$ cat src/rtl/dmem_arb_pkg.sv
// Shared types and default sizing for the data-memory arbiter.
// Also used by the testbench so both sides agree on MAXWAIT/LOCKMAX.
package dmem_arb_pkg;

  typedef enum logic {S_CPU, S_LOCK} arb_state_t;

  localparam int DEF_MAXWAIT = 4;
  localparam int DEF_LOCKMAX = 8;

  // Bits needed to hold 0..max inclusive, never less than one.
  function automatic int cnt_width(input int max);
    return (max < 2) ? 1 : $clog2(max + 1);
  endfunction

endpackage

$ cat src/rtl/sat_counter.sv
// Saturating up-counter with synchronous clear (clear wins over increment).
// Used for the debug starvation counter and the lock-beat counter.
module sat_counter #(
  parameter int WIDTH = 3,
  parameter int MAX   = 4
) (
  input  logic             clk,
  input  logic             reset,
  input  logic             clr,
  input  logic             inc,
  output logic [WIDTH-1:0] count
);

  always_ff @(posedge clk or negedge reset) begin
    if (!reset) begin
      count <= '0;
    end else if (clr) begin
      count <= '0;
    end else if (inc && (count != WIDTH'(MAX))) begin
      count <= count + 1'b1;
    end
  end

endmodule

$ cat src/rtl/dmem_arbiter.sv
// Arbitrates the single-port data memory between the cpu and the debug/loader port.
// The cpu wins by default; a starvation counter and a bounded lock give debug its share.
module dmem_arbiter
  import dmem_arb_pkg::*;
#(
  parameter int DWIDTH  = 8,
  parameter int MAXWAIT = DEF_MAXWAIT,
  parameter int LOCKMAX = DEF_LOCKMAX
) (
  input  logic              clk,
  input  logic              reset,
  input  logic              cpu_req,
  input  logic              cpu_we,
  input  logic [DWIDTH-1:0] cpu_adr,
  input  logic [DWIDTH-1:0] cpu_wd,
  output logic [DWIDTH-1:0] cpu_rd,
  output logic              cpu_stall,
  input  logic              dbg_req,
  input  logic              dbg_we,
  input  logic              dbg_lock,
  input  logic [DWIDTH-1:0] dbg_adr,
  input  logic [DWIDTH-1:0] dbg_wd,
  output logic [DWIDTH-1:0] dbg_rd,
  output logic              dbg_ack,
  output logic              mem_we,
  output logic [DWIDTH-1:0] mem_adr,
  output logic [DWIDTH-1:0] mem_wd,
  input  logic [DWIDTH-1:0] mem_rd
);

  localparam int WW = cnt_width(MAXWAIT);
  localparam int LW = cnt_width(LOCKMAX - 1);

  arb_state_t      state, state_next;
  logic [WW-1:0]   wait_cnt;
  logic [LW-1:0]   lock_cnt;
  logic            grant_dbg;
  logic            ack_int;
  logic            in_lock;
  logic            lock_last;

  assign in_lock   = (state == S_LOCK);
  assign lock_last = (lock_cnt == LW'(LOCKMAX - 1));
  assign grant_dbg = in_lock | (dbg_req & (~cpu_req | (wait_cnt == WW'(MAXWAIT))));
  assign ack_int   = grant_dbg & dbg_req;

  assign cpu_rd = mem_rd;
  assign dbg_rd = mem_rd;

  // Handshakes and write enable are gated by reset so an in-flight write never commits.
  always_comb begin
    mem_adr   = cpu_adr;
    mem_wd    = cpu_wd;
    mem_we    = cpu_req & cpu_we;
    dbg_ack   = ack_int;
    cpu_stall = cpu_req & grant_dbg;
    if (grant_dbg) begin
      mem_adr = dbg_adr;
      mem_wd  = dbg_wd;
      mem_we  = dbg_req & dbg_we;
    end
    if (!reset) begin
      mem_we    = 1'b0;
      dbg_ack   = 1'b0;
      cpu_stall = 1'b0;
    end
  end

  always_comb begin
    state_next = state;
    case (state)
      S_CPU:   if (ack_int && dbg_lock) state_next = S_LOCK;
      S_LOCK:  if (!dbg_lock || lock_last) state_next = S_CPU;
      default: state_next = S_CPU;
    endcase
  end

  always_ff @(posedge clk or negedge reset) begin
    if (!reset) begin
      state <= S_CPU;
    end else begin
      state <= state_next;
    end
  end

  sat_counter #(.WIDTH(WW), .MAX(MAXWAIT)) u_wait_cnt (
    .clk   (clk),
    .reset (reset),
    .clr   (ack_int),
    .inc   (dbg_req & ~grant_dbg),
    .count (wait_cnt)
  );

  // Held at zero outside the lock so every burst starts counting from its first locked beat.
  sat_counter #(.WIDTH(LW), .MAX(LOCKMAX - 1)) u_lock_cnt (
    .clk   (clk),
    .reset (reset),
    .clr   (~in_lock),
    .inc   (in_lock),
    .count (lock_cnt)
  );

endmodule

$ cat config.mk
export PLATFORM = sky130hd
export DESIGN_NAME = dmem_arbiter
export DESIGN_NICKNAME = d
export VERILOG_FILES = /design/src/rtl/dmem_arb_pkg.sv /design/src/rtl/sat_counter.sv /design/src/rtl/dmem_arbiter.sv
export SDC_FILE = /design/constraint.sdc
export NUM_CORES = 1
export LEC_CHECK = 0
export CELL_PAD_IN_SITES_DETAIL_PLACEMENT = 0
export CELL_PAD_IN_SITES_GLOBAL_PLACEMENT = 1
export CORE_MARGIN = 3
export CORE_UTILIZATION = 19
export DETAILED_ROUTE_END_ITERATION = 8
export HOLD_SLACK_MARGIN = 0.12
export PLACE_DENSITY = 0.77
export SLEW_MARGIN = 10
export SYNTH_ARGS = -nofsm -noshare
export SYNTH_HDL_FRONTEND = slang
export SYNTH_SLANG_ARGS = --single-unit
export TNS_END_PERCENT = 50
$ cat constraint.sdc
create_clock -name clk -period 2 [get_ports clk]
set_clock_uncertainty 0.2 [all_clocks]
set_input_delay 0.2 -clock clk [delete_from_list [all_inputs] [get_ports clk]]
set_output_delay 0.2 -clock clk [all_outputs]
set_load 0.02 [all_outputs]
== Yosys cells after proc, flatten, opt, wreduce, memory -nomap -nowiden ==
Cells that the tools add are included.
Cells by class
  $add $sub $neg: 2
  multiply operators: 0
  div/mod/pow operators: 0
  magnitude comparators: 0
  equal/unequal tests: 5
  shift operators: 0
  multiplexer cells: 13
  bitwise logic cells: 11
  reductions and logical operators: 6
Operators with widths (number)
  two-way mux 8 bit: 2
  two-way mux 3 bit: 4
  adder 3 x 1 -> 3 bit, second input constant: 2
  AND 1 bit: 6
  equality test 3 bit, second input constant: 2
  two-way mux 1 bit: 6
  inequality test 3 bit, second input constant: 2
  logical AND 1 bit: 3
  inverter 1 bit: 3
  inequality test 2 x 1 -> 1 bit, second input constant: 1
  bitwise OR 1 bit: 2
  one-hot mux 1 bit (2 select lines): 1
  nonzero test 2 bit: 1
  logical NOT 1 bit: 1
  logical OR 1 bit: 1
Storage, ports and cells
  register bits after elaboration: 7
  latch bits: 0
  bits in writable memories: 0
  memory bits (read-only): 0
  input bits: 47
  output and inout bits: 35
  memories: 0

== Longest topological paths before layout ==
  word-level depth: 9
  mapped depth: 7
  gate-level depth less buffers: 5

== Modules after synthesis ==
Synthesis repeated with hierarchy kept, for this count alone.
Second synthesis, totals
  cell total of the unflattened synthesis: 85
  area total of the unflattened synthesis: 848.3 um2
Modules (own cells, without submodules)
  dmem_arbiter: instances 1, cells an instance 53, area an instance 465.4 um2
  sat_counter (u_wait_cnt): instances 1, cells an instance 17, area an instance 198.9 um2
  sat_counter (u_lock_cnt): instances 1, cells an instance 15, area an instance 183.9 um2

== Least setup slack after synthesis ==
No wires, ideal clock.
  path kind: reg2out
  from: reg u_wait_cnt.count[0]
  to: out mem_adr[0]
  arrival time: 1458 ps
  data required time: 1600 ps
  path slack: 142 ps
  cell stages (with the launch flop): 8
  path through: dfrtp_1 -> inv_1 -> ha_1 -> nand2_1 -> a21o_1 -> buf_6 -> buf_12 -> mux2_4
On the way
  cells in the longest elaborated chain, start to end: 5
RTL lines
  start, declared: RTL line sat_counter.sv:11  | output logic [WIDTH-1:0] count
  start signal, assigned: RTL line sat_counter.sv:20  | count <= count + 1'b1;
  equality test 3 bit: RTL line dmem_arbiter.sv:44  | assign grant_dbg = in_lock | (dbg_req & (~cpu_req | (wait_cnt == WW'(MAXWAIT))));
  bitwise OR 1 bit: RTL line dmem_arbiter.sv:44
  AND 1 bit: RTL line dmem_arbiter.sv:44
  bitwise OR 1 bit: RTL line dmem_arbiter.sv:44
  two-way mux 8 bit: RTL line dmem_arbiter.sv:57  | if (grant_dbg) begin
  end, declared: RTL line dmem_arbiter.sv:26  | output logic [DWIDTH-1:0] mem_adr,
No other way between the ends.

== Worst setup path after layout ==
  from: reg u_wait_cnt.count[0]
  to: out mem_wd[3]
On the way
  cells in the longest elaborated chain, start to end: 5
RTL lines
  equality test 3 bit: RTL line dmem_arbiter.sv:44
  bitwise OR 1 bit: RTL line dmem_arbiter.sv:44
  AND 1 bit: RTL line dmem_arbiter.sv:44
  bitwise OR 1 bit: RTL line dmem_arbiter.sv:44
  two-way mux 8 bit: RTL line dmem_arbiter.sv:57
  end, declared: RTL line dmem_arbiter.sv:27  | output logic [DWIDTH-1:0] mem_wd,
No other way between the ends.

==> metrics.md <==
| Metric | Value |
|---|---|
| Final Cell Area | 1520 sq um |
| Area growth, synth to finish | 95.2% |
| Pin count of the biggest net entering global routing | 9 |
| Cell count after placement | 173 |
| Antenna diodes | 0 |
| Final Non-Filler Cells | 184 |
| Final WL | 2560 microns |
| Starting Density | 0.206 |
| Routed vias/inst | 3.91 |
| Die H | 70.1 microns |
| Port bufs | 57 |
| Met3 routed WL | 74 microns |
| Total Power | 797 uW |
| Boundary Pins | 82 |
| Reg2reg end | u_lock_cnt.count[0] |
| Clock sinks | 7 |
| Core area | 3800 sq um |
| Placed wire-length estimate | 2020 microns |
| M1 wire length | 982 microns |
| Register area share after synthesis | 0.224 |
| Largest area contributor in the netlist | dfrtp_1 |
| CTS tree | yes |
| Crit path capture type | primary output |
| Clk_lat worst skew | 0.23 ns |
| Bufs on Longest Clock Path | 2 |
| Met2 wire len | 1490 microns |
| DRT antenna net count | 0 |
| Worst Reg-to-Reg Cells | 4 |
| Fin crit period | 2.13 ns |
| Critical path arrival | 1.73 ns |
| CTS Buf Count | 3 |
| CP Max Fanout | 8 |
| Rows | 22 |
| Flops & latches, synth | 7 |
| Final Util | 0.401 |
| Vias in the first global route | 804 |
| Yosys top cell area share | 0.224 |
| Reg clk slew, reported paths | 0.04 ns |
| Library cells used by synthesis | 26 |
| Routed len/inst | 13.9 microns |
| Ranking of synthesized cells by area | dfrtp_1 (22%), mux2_4 (19%), buf_4 (15%), mux2_2 (8.7%), ha_1 (6.4%) |
| Max cap viols | 0 |
| Outcome | finished with violations |
| Slew HR | 0.838 |
| Req. time, crit path | 1.60 ns |
| Iter 0 DRT Violations | 7 |
| Worst-path cell chain | inv_2 > ha_4 > nand2_4 > a21o_4 > buf_16 > mux2_4 > buf_6 |
| Root Driver | clkbuf_8 |
| Worst-Margin Slew | 0.243 ns |
| Overflow after GRT | 0 |
| Share of cells above drive strength 1 | 0.456 |
| Crit share post-route | 1.06 |
| Syn Nets | 127 |
| Placed inst area | 1350 sq um |
| Cell count after synthesis | 76 |
| Final Max Slew Viols | 0 |
| Mapped Area | 781 sq um |
| Synth warn | 0 |
| Full die area | 4910 sq um |
| Min-Delay Endpoint | dbg_rd[7] |
| WHS Path Cells | 0 |
| Max layer used | met4 |
| First-pass DRT Iterations | 4 |
| H-tree Lvls | 1 |
| Final Hold Viols | 0 |
| Remaining DRCs | 0 |
| CP max stage delay | 0.38 ns |
| Initial antenna violation count | 0 |
| Die X | 70.1 microns |
| CP Launch Type | register |
| Final WS setup | -0.127 ns |
| Hold Crit Class | in -> out |
| Worst IR Drop VDD | 346 uV |
| Via count | 719 |
| Syn avg cell area | 10.3 sq um |
| Setup CP Type | reg -> out |
| Static leakage | 0.706 nW |
| Final RePlAce weighted congestion | 0.813 |
| Final count of negative-setup-slack endpoints | 17 |
| Slowest CP cell | dfrtp_1 |
| Setup slack, reg-to-reg | 0.55 ns |
| Reg2reg start | u_lock_cnt.count[0] |
| Family with the most delay on the worst path | flip-flops |
| Tot GR Track Use | 0.0993 |
| Setup_tns | -1.83 ns |
| Unrepaired setup endpoints after global routing | true |
| Layout Nets | 188 |
| Maximum clock rate | 470 MHz |
| PD cells | 523 nW/um^2 |
| First-pass GRT wire length | 3910 microns |
| Min-delay src | mem_rd[7] |
| Buf+Inv Stages, Crit Path | 3 |
| Failing checks | setup timing |
==> area by class of cell <==
class | instances | area, sq um
fill | 379 | 2270
inverter | 3 | 11.3
timing repair buffer | 75 | 758
tap | 48 | 60.1
multi-input combinational | 47 | 474
clock buffer | 4 | 45.0
sequential | 7 | 175
==> stage by stage <==
step	hold WS, ns	worst slack, ns
6_report	0.200	-0.127
5_1_grt	0.200	-0.178
4_1_cts	0.200	-0.146
3_5_place_dp	0.200	-0.551
3_3_place_gp	0.200	-0.504
2_1_floorplan	-0.296	0.142
==> sequential cells by signal (all words and copies together), names as in the netlist <==
name and flops:
u_lock_cnt.count 3, u_wait_cnt.count 3, in_lock 1
==> metal layers <==
metal | up-vias | GRT usage
li1 | 366 | -
met4 | 0 | 0.0298
met3 | 2 | 0.0201
met1 | 337 | 0.113
met2 | 14 | 0.184
met5 | - | 0
==> logic make-up after synthesis <==
logic type               Yosys count  synth area share
adder cells (fa/ha/maj)            4            0.0641
AND/OR/NAND/NOR                   15             0.109
AO/OA/AOI/OAI                      9            0.0721
buffers and inverters             22             0.215
multiplexers                      18             0.304
flip-flops                         7             0.224
XOR/XNOR                           1            0.0112
==> cell usage in the layout (no fill, tap or decap), types with 3 or more instances in the layout <==
| cell type | count |
|---|---|
| mux2_4 | 10 |
| o21ai_0 | 3 |
| and3_1 | 3 |
| dfrtp_1 | 7 |
| clkdlybuf4s50_1 | 38 |
| buf_4 | 15 |
| mux2_2 | 6 |
| ha_1 | 3 |
| buf_6 | 16 |
| nand2_1 | 3 |
| clkbuf_8 | 3 |
==> what timing repair did <==
action	4_1_cts	5_1_grt
gates cloned	1	0
endpoints found under the hold margin	1	0
gates resized for setup	113	3
hold buffers	1	0
buffers inserted	1	4
pin swaps	2	2
endpoints found under the setup margin	19	19
==> cells in the mapped netlist <==
| master | n |
|---|---|
| nand4_1 | 1 |
| buf_4 | 16 |
| o21a_1 | 1 |
| o211a_1 | 1 |
| and3_1 | 3 |
| and2_1 | 1 |
| nor2b_1 | 2 |
| nand3_1 | 1 |
| o21ai_0 | 3 |
| buf_6 | 1 |
| nor2_1 | 1 |
| mux2_4 | 10 |
| a21oi_1 | 2 |
| o22ai_1 | 1 |
| mux2_2 | 6 |
| nor2b_2 | 1 |
| buf_2 | 1 |
| ha_1 | 4 |
| xnor2_1 | 1 |
| a21o_1 | 1 |
| nand2_1 | 4 |
| nor4b_1 | 1 |
| inv_1 | 3 |
| dfrtp_1 | 7 |
| buf_12 | 1 |
| mux2i_1 | 2 |
==> worst max path at each step <==
stage,from,to,slack (ns),cells past startpoint
after floorplan,u_wait_cnt.count[0],mem_adr[0],0.14,7
after global placement,cpu_req,mem_adr[6],-0.50,6
after detailed placement,cpu_req,mem_adr[6],-0.55,6
after CTS,u_wait_cnt.count[1],mem_wd[3],-0.15,7
after global routing,u_wait_cnt.count[0],mem_wd[5],-0.18,7
final,u_wait_cnt.count[0],mem_wd[3],-0.13,7
==> report_power, final <==
group	internal, mW	total [mW]	switching (mW)
clock	0.138	0.197	0.0597
sequential	0.155	0.167	0.0117
combinational	0.271	0.433	0.162
total	0.564	0.797	0.233
Power figures use the tool's default switching activity.
